`src/rtl/d5m_pixel_packer.sv`:
```
// d5m_pixel_packer: packs the D5M 8-bit pixel stream into 32-bit little-endian
// words, buffers them in a show-ahead FIFO and presents an Avalon-ST source.
// A FIFO overflow terminates the broken packet with an error word and the
// rest of that frame is dropped until the next start-of-frame.
module d5m_pixel_packer #(
  parameter int unsigned FIFO_DEPTH = 16,
  parameter int unsigned ADDR_W     = 4
) (
  input  logic              clk,
  input  logic              rst,
  input  logic              in_valid,
  input  logic [7:0]        in_data,
  input  logic              in_sop,
  input  logic              in_eop,
  output logic              out_valid,
  input  logic              out_ready,
  output logic [31:0]       out_data,
  output logic              out_sop,
  output logic              out_eop,
  output logic [1:0]        out_empty,
  output logic              out_error,
  input  logic              clear_status,
  output logic              overflow_sticky,
  output logic              proto_err_sticky,
  output logic [15:0]       frame_count,
  output logic [ADDR_W:0]   fifo_level
);

  localparam int unsigned LVL_W = ADDR_W + 1;
  localparam logic [LVL_W-1:0] LVL_FULL = LVL_W'(FIFO_DEPTH);

  typedef struct packed {
    logic [31:0] data;
    logic        sop;
    logic        eop;
    logic [1:0]  empty;
    logic        error;
  } word_t;

  typedef enum logic [1:0] {
    S_IDLE = 2'd0,
    S_PACK = 2'd1,
    S_DROP = 2'd2
  } state_t;

  state_t state;
  state_t state_nxt;

  // Packing context
  logic [31:0] acc;
  logic [1:0]  cnt;
  logic        word_sop;
  logic        sop_emitted;
  logic        term_pending;

  // FIFO storage and bookkeeping
  word_t             mem [0:FIFO_DEPTH-1];
  logic [ADDR_W-1:0] wr_ptr;
  logic [ADDR_W-1:0] rd_ptr;
  logic [LVL_W-1:0]  level;
  word_t             head;

  // Per-cycle decode
  logic        sop_take;
  logic        data_beat;
  logic [1:0]  lane;
  logic        wsop;
  logic        push_data_req;
  logic        term_req;
  logic        proto_set;
  logic        overflow_set;
  logic        pop;
  logic        room;
  logic        push_ok;
  logic [31:0] word_data;
  word_t       push_word;

  // State register
  always_ff @(posedge clk) begin
    if (rst) begin
      state <= S_IDLE;
    end else begin
      state <= state_nxt;
    end
  end

  // Next state: a rejected eop word ends the frame, any other rejection drops
  // the remainder of the frame; an accepted eop returns to IDLE.
  always_comb begin
    state_nxt = state;
    if (data_beat) begin
      if (push_data_req && !room) begin
        state_nxt = in_eop ? S_IDLE : S_DROP;
      end else if (push_data_req && in_eop) begin
        state_nxt = S_IDLE;
      end else begin
        state_nxt = S_PACK;
      end
    end
  end

  // Beat decode, word assembly and push request generation
  always_comb begin
    sop_take      = 1'b0;
    data_beat     = 1'b0;
    lane          = 2'd0;
    wsop          = 1'b0;
    push_data_req = 1'b0;
    term_req      = 1'b0;
    proto_set     = 1'b0;
    overflow_set  = 1'b0;
    pop           = 1'b0;
    room          = 1'b0;
    push_ok       = 1'b0;
    word_data     = '0;
    push_word     = '0;

    // A pending terminator blocks new frames so it always goes out first
    sop_take      = in_valid && in_sop && !term_pending;
    data_beat     = sop_take || (state == S_PACK && in_valid && !in_sop);
    lane          = sop_take ? 2'd0 : cnt;
    wsop          = sop_take || word_sop;
    push_data_req = data_beat && (lane == 2'd3 || in_eop);
    term_req      = term_pending && !push_data_req;
    proto_set     = (state == S_PACK) && in_valid && in_sop &&
                    (cnt != 2'd0) && !term_pending;

    for (int i = 0; i < 4; i++) begin
      if (2'(i) < lane) begin
        word_data[8*i +: 8] = acc[8*i +: 8];
      end else if (2'(i) == lane) begin
        word_data[8*i +: 8] = in_data;
      end
    end

    if (push_data_req) begin
      push_word.data  = word_data;
      push_word.sop   = wsop;
      push_word.eop   = in_eop;
      push_word.empty = 2'd3 - lane;
      push_word.error = 1'b0;
    end else if (term_req) begin
      push_word.eop   = 1'b1;
      push_word.error = 1'b1;
    end

    pop          = out_valid && out_ready;
    room         = (level != LVL_FULL) || pop;
    push_ok      = (push_data_req || term_req) && room;
    overflow_set = push_data_req && !room;
  end

  // Accumulator, lane counter and frame-tracking flags
  always_ff @(posedge clk) begin
    if (rst) begin
      acc          <= '0;
      cnt          <= 2'd0;
      word_sop     <= 1'b0;
      sop_emitted  <= 1'b0;
      term_pending <= 1'b0;
      frame_count  <= 16'd0;
    end else begin
      if (data_beat) begin
        if (push_data_req) begin
          acc      <= '0;
          cnt      <= 2'd0;
          word_sop <= 1'b0;
        end else begin
          acc      <= word_data;
          cnt      <= lane + 2'd1;
          word_sop <= wsop;
        end
      end

      if (push_data_req && room && wsop) begin
        sop_emitted <= 1'b1;
      end else if (sop_take) begin
        sop_emitted <= 1'b0;
      end

      // Only a frame whose sop word reached the sink needs a terminator
      if (overflow_set && !sop_take && sop_emitted) begin
        term_pending <= 1'b1;
      end else if (term_req && room) begin
        term_pending <= 1'b0;
      end

      if (push_data_req && room && in_eop) begin
        frame_count <= frame_count + 16'd1;
      end
    end
  end

  // Sticky status flags; a set event wins over a simultaneous clear
  always_ff @(posedge clk) begin
    if (rst) begin
      overflow_sticky  <= 1'b0;
      proto_err_sticky <= 1'b0;
    end else begin
      overflow_sticky  <= overflow_set | (overflow_sticky  & ~clear_status);
      proto_err_sticky <= proto_set    | (proto_err_sticky & ~clear_status);
    end
  end

  // FIFO storage write
  always_ff @(posedge clk) begin
    if (push_ok) begin
      mem[wr_ptr] <= push_word;
    end
  end

  // FIFO pointers and occupancy
  always_ff @(posedge clk) begin
    if (rst) begin
      wr_ptr <= '0;
      rd_ptr <= '0;
      level  <= '0;
    end else begin
      if (push_ok) begin
        wr_ptr <= wr_ptr + ADDR_W'(1);
      end
      if (pop) begin
        rd_ptr <= rd_ptr + ADDR_W'(1);
      end
      if (push_ok && !pop) begin
        level <= level + LVL_W'(1);
      end else if (!push_ok && pop) begin
        level <= level - LVL_W'(1);
      end
    end
  end

  // Show-ahead head, forced to zero while the FIFO is empty
  assign head       = mem[rd_ptr];
  assign out_valid  = (level != '0);
  assign out_data   = out_valid ? head.data  : 32'd0;
  assign out_sop    = out_valid ? head.sop   : 1'b0;
  assign out_eop    = out_valid ? head.eop   : 1'b0;
  assign out_empty  = out_valid ? head.empty : 2'd0;
  assign out_error  = out_valid ? head.error : 1'b0;
  assign fifo_level = level;

endmodule

```
`config.mk`:
```
export PLATFORM = sky130hd
export DESIGN_NAME = d5m_pixel_packer
export DESIGN_NICKNAME = d
export VERILOG_FILES = /design/src/rtl/d5m_pixel_packer.sv
export SDC_FILE = /design/constraint.sdc
export NUM_CORES = 1
export LEC_CHECK = 0
export ABC_AREA = 1
export BUFFER_PORTS_ARGS = -buffer_cell sky130_fd_sc_hd__clkbuf_2
export CORE_MARGIN = 5
export CORE_UTILIZATION = 30
export DETAILED_ROUTE_END_ITERATION = 8
export GPL_TIMING_DRIVEN = 1
export PLACE_DENSITY_LB_ADDON = 0.08
export SLEW_MARGIN = 20
export SYNTH_ARGS = -nofsm -noshare
export SYNTH_HDL_FRONTEND = slang
export SYNTH_SLANG_ARGS = --single-unit
```
`constraint.sdc`:
```
create_clock -name clk -period 4.7 [get_ports clk]
set_input_delay 0 -clock clk [delete_from_list [all_inputs] [get_ports clk]]
set_output_delay 0 -clock clk [all_outputs]
set_load 0.005 [all_outputs]
```
==> results of run 1 <==
final cells by class:
class | count | area share [%]
well taps | 1186 | 4.63
multi-input cells | 1648 | 23.4
inverters | 60 | 0.750
flip-flops and latches | 658 | 59.7
repair buffers | 170 | 4.21
clock buffers | 104 | 6.58
diodes | 2 | 0.0156
clock inverters | 33 | 0.754
cell families (layout without fill, tap and decap cells):
kind of cell | after synthesis | in the layout | synth area share [%]
AO/OA/AOI/OAI | 129 | 129 | 2.66
XOR/XNOR | 13 | 13 | 0.414
adder cells (fa/ha/maj) | 16 | 16 | 0.756
buffers and inverters | 207 | 367 | 3.74
flip-flops | 658 | 658 | 69.5
other | 0 | 2 | 0
AND/OR/NAND/NOR | 1490 | 1490 | 23.0
placed cells by master, fill, tap and decap left out, types with 4 or more instances in the layout:
cell type and n:
clkinv_2 10, a21oi_2 11, ha_1 15, inv_6 5
or2_0 9, o21ai_0 5, a21oi_1 93, nor2_2 7
o21a_1 9, clkinv_1 17, dfxtp_1 62, nand4_1 5
nor2_4 16, buf_12 17, buf_4 60, xnor2_1 4
clkbuf_16 79, inv_2 5, clkbuf_2 75, nand2_1 903
nand2_2 14, inv_1 49, nand3_1 465, clkbuf_1 20
nor2_1 59, edfxtp_1 592, a22oi_1 8, dlygate4sd3_1 17
xor2_1 9
per-stage QoR:
stage	std cells	instance area (um^2)	setup WS [ns]	power (W)
finish	3861	32000	1.11	0.0157
global route	3859	32000	0.750	0.0165
CTS	3859	32000	1.07	0.0159
detailed placement	3705	29500	1.10	0.0102
global placement	3704	29500	1.06	0.0102
floorplan	2513	27500	1.07	0.00878
critical path: stages, from the launching register on:
cell and delay [ns]:
dfxtp_1 0.33, inv_2 0.09, nand3_2 0.13, nand2_1 0.36
clkinv_1 0.11, buf_4 0.20, ha_1 0.18, buf_4 0.19
nor2_1 0.15, inv_1 0.09, nand3_2 0.12, nand2_2 0.17
ha_1 0.28, fa_1 0.41, or2_2 0.33, nand2_1 0.07
nand2_1 0.05, nand2_1 0.07, nand2_1 0.06, a21oi_1 0.12
power by group:
| part | internal [W] | leakage [nW] | switching, W |
|---|---|---|---|
| logic | 0.00104 | 4.64 | 0.00247 |
| registers | 0.00637 | 5.77 | 0.000107 |
| clock network | 0.00330 | 1.15 | 0.00237 |
state kept, by name (all words and copies together) (netlist names), named ones only:
register and cells:
mem 592, acc 24, frame_count 16, fifo_level 5, rd_ptr 4, wr_ptr 4
cnt 2, state 2, overflow_sticky 1, proto_err_sticky 1, sop_emitted 1, term_pending 1
word_sop 1
layer usage:
| metal | part of all wire, % | routed length (um) |
|---|---|---|
| met5 | 0 | 0 |
| met4 | 1.8 | 1510 |
| met3 | 4.2 | 3560 |
| met2 | 48 | 41500 |
| met1 | 46 | 39100 |
how the worst min path moves through the flow:
stage / start / end / slack [ns] / cells after the start
6_report: rst / rd_ptr[0] / 0.07 / 3
2_1_floorplan: in_eop / state[1] / 0.17 / 3
3_5_place_dp: clear_status / proto_err_sticky / 0.29 / 4
4_1_cts: rst / frame_count[1] / 0.05 / 3
5_1_grt: rst / frame_count[1] / 0.09 / 3
3_3_place_gp: clear_status / overflow_sticky / 0.28 / 4
what timing repair did:
| action | CTS | global route |
|---|---|---|
| endpoints found under the hold margin | 46 | 0 |
| endpoints found under the setup margin | 0 | 0 |
| hold buffers | 17 | 0 |
==> results.py, run 1 <==
metrics = {
    "logic_synthesis": {
        "ys_ff_latch": 658,
        "synth_commonest_cells": "nand2_1, edfxtp_1, nand3_1",
        "netlist_area_mm2": 0.0275,
        "synthArstFlopShare_pct": 0,
        "yosys.area.top_type_share_pct": 64.7,
        "synth_cell_type_count": 40,
        "yosysMostFrequentCell": "nand2_1",
        "yosys-top-cells-area": "edfxtp_1, nand2_1, nand3_1",
        "synth_edf_count": 592,
        "synth_nets": 2544,
        "seq_area_frac_synth_pct": 69.5,
        "avgSynthCellArea_um2": 10.9,
        "ys.flop_type": "edfxtp_1",
        "synthCells": 2513,
        "synth_top_area_cell": "edfxtp_1",
        "yosysWarnings": 0,
    },
    "global_routing": {
        "grt_max_degree": 104,
        "overflow": 0,
        "met3_usage_pct": 2.44,
        "grt_first_pass_wirelength_mm": 127,
        "grt_util_met1_pct": 23.9,
        "grt_pass1_vias": 18500,
        "grt_usage_pct": 17.3,
        "grtUsageMet2_pct": 28.9,
        "grt_busiest_layer": "met2",
        "antenna_found_initial": 0,
    },
    "die": {
        "core_mm2": 0.0912,
        "start_util_pct": 30.1,
        "die-area_mm2": 0.0978,
        "io_pins": 76,
        "die_w_um": 313,
        "rows": 111,
        "dieHeight_um": 313,
    },
    "timing": {
        "setup_viol": 0,
        "period_minus_slack_ns": 3.59,
        "drv_slew": 0,
        "setup_tns_ns": 0,
        "final.setup_skew_ns": 0.0131,
        "timing.fmax_mhz": 278,
        "slew_headroom_pct": 31.7,
        "hold_violations": 0,
        "holdWs_ns": 0.0683,
        "finalCritPeriodShare_pct": 76.4,
        "tightest_slew_ns": 1.02,
        "rsz0062_at_grt": "false",
    },
    "placement": {
        "port_buffers": 75,
        "place.gp.congestion": 0.834,
        "hpwl_mm": 48.0,
    },
    "critical_path": {
        "arrival_ns": 4.12,
        "crit_end": "fifo_level[4]",
        "r2r_end": "fifo_level[4]",
        "path_max_fanout": 18,
        "worst_ep_required_time_ns": 5.23,
        "reg2reg_depth": 19,
        "r2r_slack_ns": 1.11,
        "start_kind": "register",
        "r2r-start": "term_pending",
        "crit_path_end_kind": "register",
        "critical_path_class": "register to register",
        "critPathLaunch": "term_pending",
    },
    "power": {
        "p_leak_nw": 11.6,
        "power.density_mw_per_mm2": 489,
        "vdd_drop_max_uv": 305,
    },
    "clock_tree": {
        "clk_pin_slew_ns": 0.06,
        "htreeDepth": 3,
        "cts_tree": "built",
        "post_cts_buffers": 0,
        "cts_made_buffers": 77,
        "clock-sinks": 658,
        "clockBufferDepth": 3,
        "insertion_delay_ns": 0.61,
        "cts-root-buf": "clkbuf_16",
        "cts_resized": 0,
    },
    "status": {
        "status": "finished, final reports clean",
    },
    "cells_and_area": {
        "fillers": 8930,
        "seqCellArea_mm2": 0.0191,
        "multi_input_area_mm2": 0.00750,
        "syn_to_final_growth_pct": 16.6,
        "fin_nets": 2646,
        "drive_above_1_share_pct": 12.1,
        "fin_util_pct": 35.1,
    },
    "route": {
        "wirelength_mm": 85.7,
        "wl_per_cell_um": 22.2,
        "drc_errors": 0,
        "via_per_inst": 4.81,
        "first_pass_iters": 5,
        "drtIter0Drc": 1166,
        "route.vias.total": 18600,
        "ant_nets": 0,
    },
    "min_path": {
        "hp-class": "input port to register",
    },
    "flow_run": {
        "cap_viol_max_count": 0,
    },
}
(Power assumes the default switching activity.)
==> run 2, diff against run 1 <==
==> constraint.sdc (replaced) <==
create_clock -name clk -period 3.26 [get_ports clk]
set_input_delay 0 -clock clk [delete_from_list [all_inputs] [get_ports clk]]
set_output_delay 0 -clock clk [all_outputs]
set_load 0.005 [all_outputs]
==> run 2 against run 1 <==
  * Combinational power is 49% higher
  * Wire length shrank 1.5%
  * Cell area is 0.54% higher
  * Clock skew up 0.012 ns
  * Hold slack improved by 0.13 ns
  * First-iteration DRC count rose by 6.7%
  * Final cell count up 0.57%
  * Register-to-register slack got worse by 0.74 ns
  * Utilization is 0.19 points higher
  * Global-route usage is 0.38 points lower
  * Largest power group unchanged
==> results.py, run 2 (synthesis results as in run 1) <==
metrics = {
    "timing": {
        "setup_tns_ns": 0,
        "tightest_slew_ns": 1.05,
        "slew_headroom_pct": 29.9,
        "drv_slew": 0,
        "finalCritPeriodShare_pct": 90.5,
        "timing.fmax_mhz": 339,
        "rsz0062_at_grt": "false",
        "setup_viol": 0,
        "hold_violations": 0,
        "period_minus_slack_ns": 2.95,
        "final.setup_skew_ns": 0.0251,
    },
    "die": {
        "rows": 111,
        "dieHeight_um": 313,
        "io_pins": 76,
        "core_mm2": 0.0912,
        "die-area_mm2": 0.0978,
        "die_w_um": 313,
        "start_util_pct": 30.1,
    },
    "clock_tree": {
        "clockBufferDepth": 3,
        "clk_pin_slew_ns": 0.06,
        "htreeDepth": 3,
        "cts_resized": 0,
        "cts_tree": "built",
        "clock-sinks": 658,
        "cts_made_buffers": 77,
        "cts-root-buf": "clkbuf_16",
        "insertion_delay_ns": 0.62,
    },
    "cells_and_area": {
        "stdcell_area_mm2": 0.0322,
        "top_regs": "mem x592, acc x24, frame_count x16",
        "fin_nets": 2672,
        "drive_above_1_share_pct": 12.6,
        "regMostFlops": "mem",
        "fin_util_pct": 35.3,
        "largest_register_ff_count": 592,
        "syn_to_final_growth_pct": 17.2,
        "fillers": 9065,
        "final_common_cell": "nand2_1",
        "final_cell_mix": "nand2_1, edfxtp_1, nand3_1, a21oi_1, buf_4",
    },
    "placement": {
        "place.gp.congestion": 0.794,
        "hpwl_mm": 49.6,
        "port_buffers": 75,
        "dpl_cell_area_mm2": 0.0297,
    },
    "critical_path": {
        "cp_slowest_cell": "dfxtp_4",
        "cpMostUsedCell": "nand2_1",
        "arrival_ns": 2.95,
        "cp_top_family": "buffers and inverters",
        "crit_path_end_kind": "primary output",
        "path_max_fanout": 61,
        "worst_ep_required_time_ns": 3.26,
        "crit_chain": "buf_12, buf_12, nand2_1, nand3_1, nand3_1, nand2_1, nand2_1, a21oi_1, buf_4, clkbuf_2",
        "critical_path_class": "register to primary output",
        "slowest_delay_ns": 0.60,
        "start_kind": "register",
        "r2r-start": "term_pending",
        "crit_cells": 10,
        "cp_num_buf_inv": 4,
        "reg2reg_depth": 19,
    },
    "global_routing": {
        "grt_first_pass_wirelength_mm": 126,
        "antenna_found_initial": 1,
        "overflow": 0,
        "grt_max_degree": 149,
        "grt_usage_pct": 16.9,
        "grt_pass1_vias": 18700,
    },
    "min_path": {
        "hp-class": "input port to register",
        "whs_path_depth": 5,
        "worstHoldStart": "clear_status",
    },
    "status": {
        "status": "finished, final reports clean",
    },
    "power": {
        "vdd_drop_max_uv": 534,
        "power.density_mw_per_mm2": 705,
        "p_leak_nw": 11.7,
    },
    "route": {
        "drc_errors": 0,
        "drtIter0Drc": 1244,
        "route.vias.total": 18800,
        "ant_nets": 0,
        "wl_per_cell_um": 21.7,
        "via_per_inst": 4.84,
        "wirelength_mm": 84.4,
        "first_pass_iters": 5,
    },
    "flow_run": {
        "cap_viol_max_count": 0,
    },
}
==> run 2: final timing paths <==
kind | slack, ns | end
hold reg to reg | 0.46 | acc[8]
setup reg to reg | 0.37 | fifo_level[4]
hold / removal | 0.20 | overflow_sticky
setup / recovery | 0.31 | out_data[7]
==> run 2: layout make-up <==
cell class / count / area [um^2] / share of cell area [%]
diodes: 1 / 2.50 / 0.00777
clock buffers: 98 / 2070 / 6.42
clock inverters: 36 / 264 / 0.820
inverters: 60 / 240 / 0.746
multi-input cells: 1648 / 7480 / 23.2
flip-flops and latches: 658 / 19100 / 59.3
well taps: 1186 / 1480 / 4.61
repair buffers: 196 / 1560 / 4.83
==> run 2: metrics by stage <==
step	instances	hold WS, ns	setup slack (ns)	power [W]
detailed placement	3730	0.284	0.397	0.0148
CTS	3881	0.169	0.102	0.0231
finish	3883	0.200	0.311	0.0227
floorplan	2513	0.166	-0.367	0.0127
global route	3882	0.237	0.0713	0.0239
global placement	3730	0.271	0.282	0.0148
==> run 2: routing by layer <==
metal	wire length (um)	part of all wire, %	vias to the layer above	GRT usage (%)
li1	-	-	8932	-
met1	40500	48	9354	24.6
met2	39000	46	411	27.0
met3	3710	4.4	99	2.37
met4	1270	1.5	0	3.58
met5	0	0	-	0
==> run 2: worst min-delay path, stage by stage <==
cell and delay, ns:
dlygate4sd3_1 0.52, clkbuf_2 0.09, inv_1 0.04, nand2_1 0.05
a21oi_1 0.06
==> run 2: power by group <==
group          switching (W)  internal [W]
logic                0.00360       0.00164
clock network        0.00345       0.00471
registers           0.000119       0.00918
==> run 2: what timing repair did <==
item                                    in CTS  in global routing
buffers inserted                             0                  1
endpoints found under the hold margin       41                  0
endpoints found under the setup margin       0                  1
hold buffers                                17                  0
